===== src/rtl/scale_index_gen.sv =====
// -----------------------------------------------------------------------------
// scale_index_gen
//
// Nearest-neighbour address generator for the image-scaling datapath.
// On an accepted start it latches the source and target frame dimensions.
// It then computes fixed-point X and Y scale steps with one shared restoring
// divider. After that it streams one source coordinate pair per target pixel,
// in raster order, over a valid/ready handshake.
//
// Parameters
//   W     width of every dimension and coordinate
//   FRAC  fractional bits of the scale steps and accumulators
//
// Ports
//   clk_i          clock, everything on the rising edge
//   reset_i        synchronous active-high reset
//   start_i        one-cycle request, sampled only in IDLE
//   sw_i, sh_i     source width / height
//   tw_i, th_i     target width / height
//   busy_o         frame in progress (divide or stream)
//   done_o         one-cycle pulse after the last coordinate handshake
//   err_o          one-cycle pulse when a start carries a zero dimension
//   idx_valid_o    coordinate output valid
//   idx_ready_i    downstream accept
//   src_x_o/src_y_o  source pixel coordinate
//   dst_x_o/dst_y_o  target pixel coordinate being emitted
//   last_col_o     dst_x == tw-1
//   last_frame_o   dst_x == tw-1 and dst_y == th-1
// -----------------------------------------------------------------------------
module scale_index_gen #(
   parameter int W    = 16,
   parameter int FRAC = 8
) (
   input  logic         clk_i,
   input  logic         reset_i,
   input  logic         start_i,
   input  logic [W-1:0] sw_i,
   input  logic [W-1:0] sh_i,
   input  logic [W-1:0] tw_i,
   input  logic [W-1:0] th_i,
   output logic         busy_o,
   output logic         done_o,
   output logic         err_o,
   output logic         idx_valid_o,
   input  logic         idx_ready_i,
   output logic [W-1:0] src_x_o,
   output logic [W-1:0] src_y_o,
   output logic [W-1:0] dst_x_o,
   output logic [W-1:0] dst_y_o,
   output logic         last_col_o,
   output logic         last_frame_o
);

   localparam int             DW        = W + FRAC;
   localparam int             CW        = $clog2(DW);
   localparam logic [CW-1:0]  DIV_LAST  = CW'(DW - 1);
   localparam logic [W-1:0]   ONE_W     = W'(1);
   localparam logic [FRAC-1:0] FRAC_ZERO = '0;

   typedef enum logic [2:0] {
      IDLE,
      DIV_X,
      DIV_Y,
      RUN,
      FIN
   } state_t;

   state_t         state_q, state_d;

   logic [W-1:0]   swLat_q, swLat_d;
   logic [W-1:0]   shLat_q, shLat_d;
   logic [W-1:0]   twLat_q, twLat_d;
   logic [W-1:0]   thLat_q, thLat_d;

   logic [DW-1:0]  divData_q, divData_d;
   logic [W:0]     divRem_q, divRem_d;
   logic [CW-1:0]  divCnt_q, divCnt_d;

   logic [DW-1:0]  stepX_q, stepX_d;
   logic [DW-1:0]  stepY_q, stepY_d;
   logic [DW-1:0]  accX_q, accX_d;
   logic [DW-1:0]  accY_q, accY_d;

   logic [W-1:0]   dstX_q, dstX_d;
   logic [W-1:0]   dstY_q, dstY_d;
   logic [W-1:0]   srcX_q, srcX_d;
   logic [W-1:0]   srcY_q, srcY_d;
   logic           lastCol_q, lastCol_d;
   logic           lastFrame_q, lastFrame_d;
   logic           idxValid_q, idxValid_d;
   logic           busy_q, busy_d;
   logic           done_q, done_d;
   logic           err_q, err_d;

   logic [W:0]     divisor;
   logic [W:0]     remShift;
   logic           quotBit;
   logic [W:0]     remNext;
   logic [DW-1:0]  quotNext;

   logic [DW-1:0]  accXInc;
   logic [DW-1:0]  accYInc;
   logic [W-1:0]   dstXInc;
   logic [W-1:0]   dstYInc;
   logic [W-1:0]   srcXInc;
   logic [W-1:0]   srcYInc;
   logic           anyZero;
   logic           handshake;

   // Integer part of an accumulator, clamped to the last valid source pixel.
   function automatic logic [W-1:0] clampCoord(input logic [DW-1:0] acc,
                                               input logic [W-1:0]  dim);
      logic [W-1:0] whole;
      logic [W-1:0] result;
      whole = acc[DW-1:FRAC];
      if (whole > dim - ONE_W) begin
         result = dim - ONE_W;
      end else begin
         result = whole;
      end
      return result;
   endfunction

   // One restoring-division step. divData holds the not-yet-consumed dividend
   // bits at the top and the quotient bits resolved so far at the bottom, so
   // after DW steps it holds the full quotient. The remainder needs one extra
   // bit because it is shifted before the trial subtraction.
   always_comb begin
      divisor  = (state_q == DIV_Y) ? {1'b0, thLat_q} : {1'b0, twLat_q};
      remShift = {divRem_q[W-1:0], divData_q[DW-1]};
      quotBit  = (remShift >= divisor);
      remNext  = quotBit ? (remShift - divisor) : remShift;
      quotNext = {divData_q[DW-2:0], quotBit};
   end

   // Candidate values for the next coordinate, along the row and across rows.
   // They are precomputed so that the row wrap costs no extra cycle.
   always_comb begin
      accXInc   = accX_q + stepX_q;
      accYInc   = accY_q + stepY_q;
      dstXInc   = dstX_q + ONE_W;
      dstYInc   = dstY_q + ONE_W;
      srcXInc   = clampCoord(accXInc, swLat_q);
      srcYInc   = clampCoord(accYInc, shLat_q);
      anyZero   = (sw_i == '0) || (sh_i == '0) || (tw_i == '0) || (th_i == '0);
      handshake = idxValid_q && idx_ready_i;
   end

   // Next-state and output logic. Every register holds its value by default.
   // done and err are pulses, so they default to 0.
   always_comb begin
      state_d     = state_q;
      swLat_d     = swLat_q;
      shLat_d     = shLat_q;
      twLat_d     = twLat_q;
      thLat_d     = thLat_q;
      divData_d   = divData_q;
      divRem_d    = divRem_q;
      divCnt_d    = divCnt_q;
      stepX_d     = stepX_q;
      stepY_d     = stepY_q;
      accX_d      = accX_q;
      accY_d      = accY_q;
      dstX_d      = dstX_q;
      dstY_d      = dstY_q;
      srcX_d      = srcX_q;
      srcY_d      = srcY_q;
      lastCol_d   = lastCol_q;
      lastFrame_d = lastFrame_q;
      idxValid_d  = idxValid_q;
      busy_d      = busy_q;
      done_d      = 1'b0;
      err_d       = 1'b0;

      case (state_q)
         IDLE: begin
            if (start_i) begin
               swLat_d = sw_i;
               shLat_d = sh_i;
               twLat_d = tw_i;
               thLat_d = th_i;
               if (anyZero) begin
                  err_d = 1'b1;
               end else begin
                  divData_d = {sw_i, FRAC_ZERO};
                  divRem_d  = '0;
                  divCnt_d  = '0;
                  busy_d    = 1'b1;
                  state_d   = DIV_X;
               end
            end
         end

         DIV_X: begin
            divData_d = quotNext;
            divRem_d  = remNext;
            divCnt_d  = divCnt_q + 1'b1;
            if (divCnt_q == DIV_LAST) begin
               stepX_d   = quotNext;
               divData_d = {shLat_q, FRAC_ZERO};
               divRem_d  = '0;
               divCnt_d  = '0;
               state_d   = DIV_Y;
            end
         end

         DIV_Y: begin
            divData_d = quotNext;
            divRem_d  = remNext;
            divCnt_d  = divCnt_q + 1'b1;
            if (divCnt_q == DIV_LAST) begin
               stepY_d     = quotNext;
               accX_d      = '0;
               accY_d      = '0;
               dstX_d      = '0;
               dstY_d      = '0;
               srcX_d      = '0;
               srcY_d      = '0;
               lastCol_d   = (twLat_q == ONE_W);
               lastFrame_d = (twLat_q == ONE_W) && (thLat_q == ONE_W);
               idxValid_d  = 1'b1;
               state_d     = RUN;
            end
         end

         RUN: begin
            if (handshake) begin
               if (!lastCol_q) begin
                  dstX_d      = dstXInc;
                  accX_d      = accXInc;
                  srcX_d      = srcXInc;
                  lastCol_d   = (dstXInc == twLat_q - ONE_W);
                  lastFrame_d = (dstXInc == twLat_q - ONE_W) &&
                                (dstY_q == thLat_q - ONE_W);
               end else if (!lastFrame_q) begin
                  dstX_d      = '0;
                  accX_d      = '0;
                  srcX_d      = '0;
                  dstY_d      = dstYInc;
                  accY_d      = accYInc;
                  srcY_d      = srcYInc;
                  lastCol_d   = (twLat_q == ONE_W);
                  lastFrame_d = (twLat_q == ONE_W) &&
                                (dstYInc == thLat_q - ONE_W);
               end else begin
                  dstX_d      = '0;
                  dstY_d      = '0;
                  srcX_d      = '0;
                  srcY_d      = '0;
                  lastCol_d   = 1'b0;
                  lastFrame_d = 1'b0;
                  idxValid_d  = 1'b0;
                  busy_d      = 1'b0;
                  done_d      = 1'b1;
                  state_d     = FIN;
               end
            end
         end

         FIN: begin
            state_d = IDLE;
         end

         default: begin
            state_d = IDLE;
         end
      endcase
   end

   // State register. Reset discards any frame in flight and zeroes every output.
   always_ff @(posedge clk_i) begin
      if (reset_i) begin
         state_q     <= IDLE;
         swLat_q     <= '0;
         shLat_q     <= '0;
         twLat_q     <= '0;
         thLat_q     <= '0;
         divData_q   <= '0;
         divRem_q    <= '0;
         divCnt_q    <= '0;
         stepX_q     <= '0;
         stepY_q     <= '0;
         accX_q      <= '0;
         accY_q      <= '0;
         dstX_q      <= '0;
         dstY_q      <= '0;
         srcX_q      <= '0;
         srcY_q      <= '0;
         lastCol_q   <= 1'b0;
         lastFrame_q <= 1'b0;
         idxValid_q  <= 1'b0;
         busy_q      <= 1'b0;
         done_q      <= 1'b0;
         err_q       <= 1'b0;
      end else begin
         state_q     <= state_d;
         swLat_q     <= swLat_d;
         shLat_q     <= shLat_d;
         twLat_q     <= twLat_d;
         thLat_q     <= thLat_d;
         divData_q   <= divData_d;
         divRem_q    <= divRem_d;
         divCnt_q    <= divCnt_d;
         stepX_q     <= stepX_d;
         stepY_q     <= stepY_d;
         accX_q      <= accX_d;
         accY_q      <= accY_d;
         dstX_q      <= dstX_d;
         dstY_q      <= dstY_d;
         srcX_q      <= srcX_d;
         srcY_q      <= srcY_d;
         lastCol_q   <= lastCol_d;
         lastFrame_q <= lastFrame_d;
         idxValid_q  <= idxValid_d;
         busy_q      <= busy_d;
         done_q      <= done_d;
         err_q       <= err_d;
      end
   end

   assign busy_o       = busy_q;
   assign done_o       = done_q;
   assign err_o        = err_q;
   assign idx_valid_o  = idxValid_q;
   assign src_x_o      = srcX_q;
   assign src_y_o      = srcY_q;
   assign dst_x_o      = dstX_q;
   assign dst_y_o      = dstY_q;
   assign last_col_o   = lastCol_q;
   assign last_frame_o = lastFrame_q;

endmodule


===== config.mk =====
export PLATFORM = sky130hd
export DESIGN_NAME = scale_index_gen
export DESIGN_NICKNAME = d
export VERILOG_FILES = /design/src/rtl/scale_index_gen.sv
export SDC_FILE = /design/constraint.sdc
export NUM_CORES = 1
export LEC_CHECK = 0
export BUFFER_PORTS_ARGS = -buffer_cell sky130_fd_sc_hd__buf_2
export CORE_MARGIN = 4
export CORE_UTILIZATION = 61
export CTS_CLUSTER_DIAMETER = 100
export DETAILED_ROUTE_END_ITERATION = 7
export PLACE_DENSITY = 0.81
export SLEW_MARGIN = 20
export SYNTH_ARGS = -nofsm -noshare
export SYNTH_HDL_FRONTEND = slang
export SYNTH_SLANG_ARGS = --single-unit

===== constraint.sdc =====
create_clock -name clk_i -period 5.9 [get_ports clk_i]
set_input_delay 1.18 -clock clk_i [delete_from_list [all_inputs] [get_ports clk_i]]
set_output_delay 1.18 -clock clk_i [all_outputs]
set_load 0.005 [all_outputs]

## After elaboration in Yosys (flattened, before gate mapping)

Cells that the tools add are included.

- Register bits: 278
- Logic and storage cells: 154
- Bits of input ports: 68

- Bitwise logic cells: 5
- Equal/unequal tests: 18
- Reductions and logical operators: 28
- Add/subtract/negate cells: 10
- Mux-type cells: 68
- $lt $le $gt $ge: 3

Operators by type and width:

| operator | number |
|---|---|
| 16-bit two-way mux | 18 |
| 24-bit two-way mux | 10 |
| 16-bit one-hot mux with 2 select lines | 4 |
| 24-bit one-hot mux with 2 select lines | 2 |
| 24-bit one-hot mux with 3 select lines | 1 |
| 16-bit zero test | 4 |
| 16-bit by 1-bit subtractor with 16-bit output, second input constant | 4 |
| 24-bit adder | 2 |
| 16-bit == test | 3 |
| 16-bit one-hot mux with 3 select lines | 1 |
| 16-bit by 1-bit adder with 16-bit output, second input constant | 2 |
| 16-bit by 1-bit == test with 1-bit output, second input constant | 2 |
| 16-bit greater-than comparator | 2 |
| 3-bit two-way mux | 7 |
| 17-bit by 16-bit >= comparator with 1-bit output | 1 |
| 1-bit two-way mux | 16 |
| 16-bit subtractor | 1 |
| 5-bit two-way mux | 3 |
| 5-bit one-hot mux with 3 select lines | 1 |
| 2-bit inequality test, second input constant | 7 |
| 3-bit one-hot mux with 4 select lines | 1 |
| 5-bit AND reduction | 2 |
| 1-bit one-hot mux with 2 select lines | 4 |
| 4-bit AND reduction | 2 |
| other kinds (18) | 32 |

## Depth between registers and ports, before layout

- Word-level depth: 7
- Depth in mapped cells: 22
- Depth with buffers taken out: 21

## Worst setup path after synthesis

Ideal clock, no wire load.

- Path kind: register to register
- Start point: register stepX_q[0]
- End point: register srcX_q[10] (netlist: src_x_o[10])
- Period minus slack after synthesis: 4.377 ns
- Buffers on the path: 2
- Slack: 1.523 ns
- Cell stages (with the launch flop): 23
- Library setup time: 0.129 ns
- Arrival time: 4.248 ns
- Cells stage by stage: dfxtp_1 -> ha_1 -> fa_1 -> a21o_1 -> a21o_1 -> a211oi_1 -> o21bai_1 -> a211o_1 -> a21o_1 -> a21oi_1 -> xnor2_1 -> ha_1 -> a21o_1 -> a21o_1 -> a21oi_1 -> nor4_1 -> nor4_1 -> a31o_2 -> clkbuf_1 -> clkbuf_1 -> nor2_1 -> a21oi_1 -> o21ai_0

- Word-level cells in the longest chain between the ends: 6

Ends and longest elaborated chain:

| element | RTL line | text |
|---|---|---|
| from (decl) | 79 | `logic [DW-1:0] stepX_q, stepX_d;` |
| from (signal assigned) | 304 | `stepX_q <= stepX_d;` |
| 24-bit adder * | 139 | `accXInc = accX_q + stepX_q;` |
| 16-bit greater-than comparator | 116 | `if (whole > dim - ONE_W) begin` |
| 16-bit two-way mux * | 116 |  |
| 16-bit two-way mux * | 228 | `if (!lastCol_q) begin` |
| 16-bit two-way mux * | 227 | `if (handshake) begin` |
| 16-bit one-hot mux with 2 select lines * | 175 | `case (state_q)` |
| to (signal assigned) | 310 | `srcX_q <= srcX_d;` |
| to (decl) | 86 | `logic [W-1:0] srcX_q, srcX_d;` |

Mark *: on every way between the ends. The rest lies on a longest branch, timed or not. The select of a mux whose other input is x is not followed.
A chain may end at the register's enable or synchronous reset.

## Worst setup path in the final report

- Start point: register stepY_q[6]
- End point: register srcY_q[7] (netlist: src_y_o[7])

- Word-level cells in the longest chain between the ends: 7

Ends and longest elaborated chain:

| element | RTL line | text |
|---|---|---|
| from (decl) | 80 | `logic [DW-1:0] stepY_q, stepY_d;` |
| from (signal assigned) | 305 | `stepY_q <= stepY_d;` |
| 24-bit adder * | 140 | `accYInc = accY_q + stepY_q;` |
| 16-bit greater-than comparator | 116 |  |
| 16-bit two-way mux * | 116 |  |
| 16-bit two-way mux * | 235 | `end else if (!lastFrame_q) begin` |
| 16-bit two-way mux * | 228 |  |
| 16-bit two-way mux * | 227 |  |
| 16-bit one-hot mux with 2 select lines * | 175 |  |
| to (signal assigned) | 311 | `srcY_q <= srcY_d;` |
| to (decl) | 87 | `logic [W-1:0] srcY_q, srcY_d;` |

Marks and branches as above.

==> flow_summary_export.csv <==
group,metric,value,unit
outcome,status,"completed",
yosys,synthFlopType,"dfxtp_1",
timing,slew_headroom,25.4,%
yosys,synth_top_family_by_area,"simple AND/OR/NAND/NOR gates",
cts,cts_resized,0,
yosys,muxShareOfSynthArea,2.27,%
timing,rsz0062_at_grt,"false",
drt,avgRoutedWirePerCell,19.2,um
yosys,ys_top_cells_by_area,"dfxtp_1 34%, nand2_1 8.1%, ha_1 7.9%",
timing,fin_crit_sh,87.0,%
placement,hpwl,35.8,mm
final_layout,syn2layout_area_growth,11.3,%
grt,grt_use_met1,46.0,%
yosys,syn-num-nets,2253,
final_layout,diodes,0,
yosys,yosysWarningCount,0,
cts,clk_pin_slew,0.07,ns
critical_path,crit_path_cell_trace,"ha_1 -> a211oi_1 -> nor2_1 -> nor4b_2 -> a21oi_1 -> a2111oi_0 -> o21ai_1 -> a221o_1 -> a21oi_1 -> xnor2_1 -> ha_1 -> nand4_1 -> a211oi_1 -> o31a_1 -> nor2_1 -> a221o_1",
grt,grt_usage,31.7,%
critical_path,critPathArrivalTime,5.57,ns
timing,fmax,0.195,GHz
yosys,ys_types,73,
yosys,synth_edf_count,0,
yosys,synth_common_cells,"355 x nand2_1, 278 x dfxtp_1, 221 x a21oi_1, 191 x nor2_1, 113 x xnor2_1",
cts,cts_buffers,29,
hold_path,hold_class,"reg2reg",
yosys,synth.most_common_cell,"nand2_1",
placement,io_buffers,137,
yosys,yosysTopAreaCellShare,33.9,%
timing,worst_pin_slew,1.12,ns
yosys,synth-seq-area-share,33.9,%
critical_path,required,6.34,ns
floorplan,io_pins,138,
critical_path,worst-path-buf-inv,0,
critical_path,slowest_stage,"o31a_1",
yosys,synth_xor_area_share,8.81,%
timing,setup_violations,0,
grt,busiest_layer,"met2",
final_layout,fin_cells,2513,
yosys,ys_ff_latch,278,
final_layout,drive_above_1_share,10.5,%
timing,final.setup.tns,0,ns
cts,cts_tree,"done",
drt,drtIter0Drc,1624,
flow_run,cap_violations,0,
yosys,syn_avg_cell_area,7.89,sq um
pwr,p_leak,7.70,nW
timing,clock_skew,0.0197,ns
floorplan,start_util,62.4,%
drt,num_vias,15800,
cts,clock_latency,0.56,ns
timing,timing_max_transition_violations_final,0,
drt,detail-route-antenna-nets,0,
drt,drt-vias-per-instance,6.30,
drt,firstDrtPassIters,7,
pwr,p_per_area,420,nW/um^2
pwr,ir_worst_vdd,0.333,mV
critical_path,end_kind,"register",
grt,grt-ovfl-total,0,
yosys,synthSimpleGateAreaFrac,22.3,%
floorplan,core,26300,sq um
critical_path,crit_type,"reg2reg",
yosys,synthAdderAreaFrac,8.23,%
final_layout,multi_input_area,10300,sq um
final_layout,final_nets,2331,
placement,placed_cells,2461,
grt,grt_antenna_before_repair,0,
final_layout,final_util,69.4,%
cts,h-tree-depth,1,
cts,cts_sinks,278,
drt,drcViolationCount,0,
timing,post-route-min-period,5.13,ns
floorplan,dieHeight,172,um
grt,grt_max_degree,92,
critical_path,critPathMaxStageDelay,0.74,ns
placement,gp_congestion,0.974,
yosys,syn_area,16400,sq um
grt,grt_pass1_vias,14800,
floorplan,num_rows,59,
critical_path,critical-path-top-delay-family,"compound AO/OA/AOI/OAI gates",
cts,clock_path_buffers,3,
drt,wl,48.2,mm
grt,use_met2,50.0,%
final_layout,fill_cells,2145,
cts,cts-root-buf,"clkbuf_16",
yosys,synthArstFlopShare,0,%
critical_path,cp_max_fo,22,
critical_path,critPathLaunchType,"register",
yosys,netlist_instances,2079,
floorplan,die_w,172,um
cts,cts_setup_buffers,0,
grt,use_met3,4.25,%
cts,ctsHoldBuffers,0,
final_layout,regArea,5570,sq um
yosys,synth_compound_area_share,21.2,%
timing,hold_viol,0,
yosys,yosysTopAreaCell,"dfxtp_1",
grt,grt_pass1_wl,77.3,mm
floorplan,die-area,29600,sq um
-- final cells by class --
class / count / share of cell area, %
clock inverter: 13 / 0.974
timing repair buffer: 155 / 4.53
tap: 335 / 2.30
inverter: 32 / 0.658
sequential: 278 / 30.5
multi-input combinational: 1661 / 56.6
clock buffer: 39 / 4.46
-- final timing paths --
kind | start | end | slack (ns) | depth (start not counted)
setup / recovery | stepY_q[6] | src_y_o[7] | 0.77 | 16
hold / removal | src_y_o[3] | src_y_o[3] | 0.43 | 2
setup reg to reg | stepY_q[6] | src_y_o[7] | 0.77 | 16
hold reg to reg | src_y_o[3] | src_y_o[3] | 0.43 | 2
-- routing by layer --
metal,part of all wire [%],vias to the layer above
li1,-,7593
met2,44,665
met1,45,7474
met5,0,-
met3,8.2,106
met4,2.6,0
-- worst register-to-register path: cells and delay by family, from the launching register on --
family	cells	cell delay (ns)
AOI/OAI and AO/OA	9	3.11
and+or+nand+nor	4	0.84
adders and majority gates	2	0.67
DFF	1	0.32
xor gates and xnor gates	1	0.09
-- cells by family after synthesis --
logic type | after synthesis
AOI/OAI and AO/OA | 553
DFF | 278
muxes | 37
and+or+nand+nor | 801
buffers and inverters | 140
xor gates and xnor gates | 164
adders and majority gates | 106
-- through the flow --
| stage | cell area (sq um) | hold WS (ns) | power (mW) | worst slack (ns) |
|---|---|---|---|---|
| after floorplan | 16400 | 0.429 | 4.94 | 1.52 |
| after global routing | 18200 | 0.459 | 8.13 | 0.416 |
| after detailed placement | 17200 | 0.427 | 5.69 | 0.892 |
| final | 18200 | 0.431 | 7.66 | 0.767 |
| after CTS | 18200 | 0.436 | 7.60 | 0.862 |
| after global placement | 17200 | 0.422 | 5.60 | 1.03 |
-- cells in the final DEF (no fill, tap or decap), types with 35 or more instances in the layout --
master     n
nor2_1   189
nand3_1   41
a21oi_1  221
buf_2    136
a22oi_1   43
o21ai_0   91
mux2i_1   35
nand2_1  355
ha_1     103
nor3_1    37
xnor2_1  113
a21o_1    42
dfxtp_1  278
xor2_1    50
-- report_power, final --
group          leakage (nW)  total (mW)  switching, mW  internal (mW)
Combinational          4.96        3.34           1.93           1.41
Sequential             2.25        2.40          0.313           2.08
Clock                 0.484        1.92          0.780           1.14
-- sequential cells by signal, summed over array words and instances, names as in the netlist --
register and flops:
done_o 1, shLat_q 16, divCnt_q 5, err_o 1
divRem_q 16, swLat_q 16, accX_q 24, state_q 3
last_frame_o 1, stepX_q 24, dst_y_o 16, dst_x_o 16
divData_q 24, src_y_o 16, twLat_q 16, busy_o 1
stepY_q 24, accY_q 24, thLat_q 16, last_col_o 1
idx_valid_o 1, src_x_o 16
No activity file was read; power rests on OpenSTA's default activity.
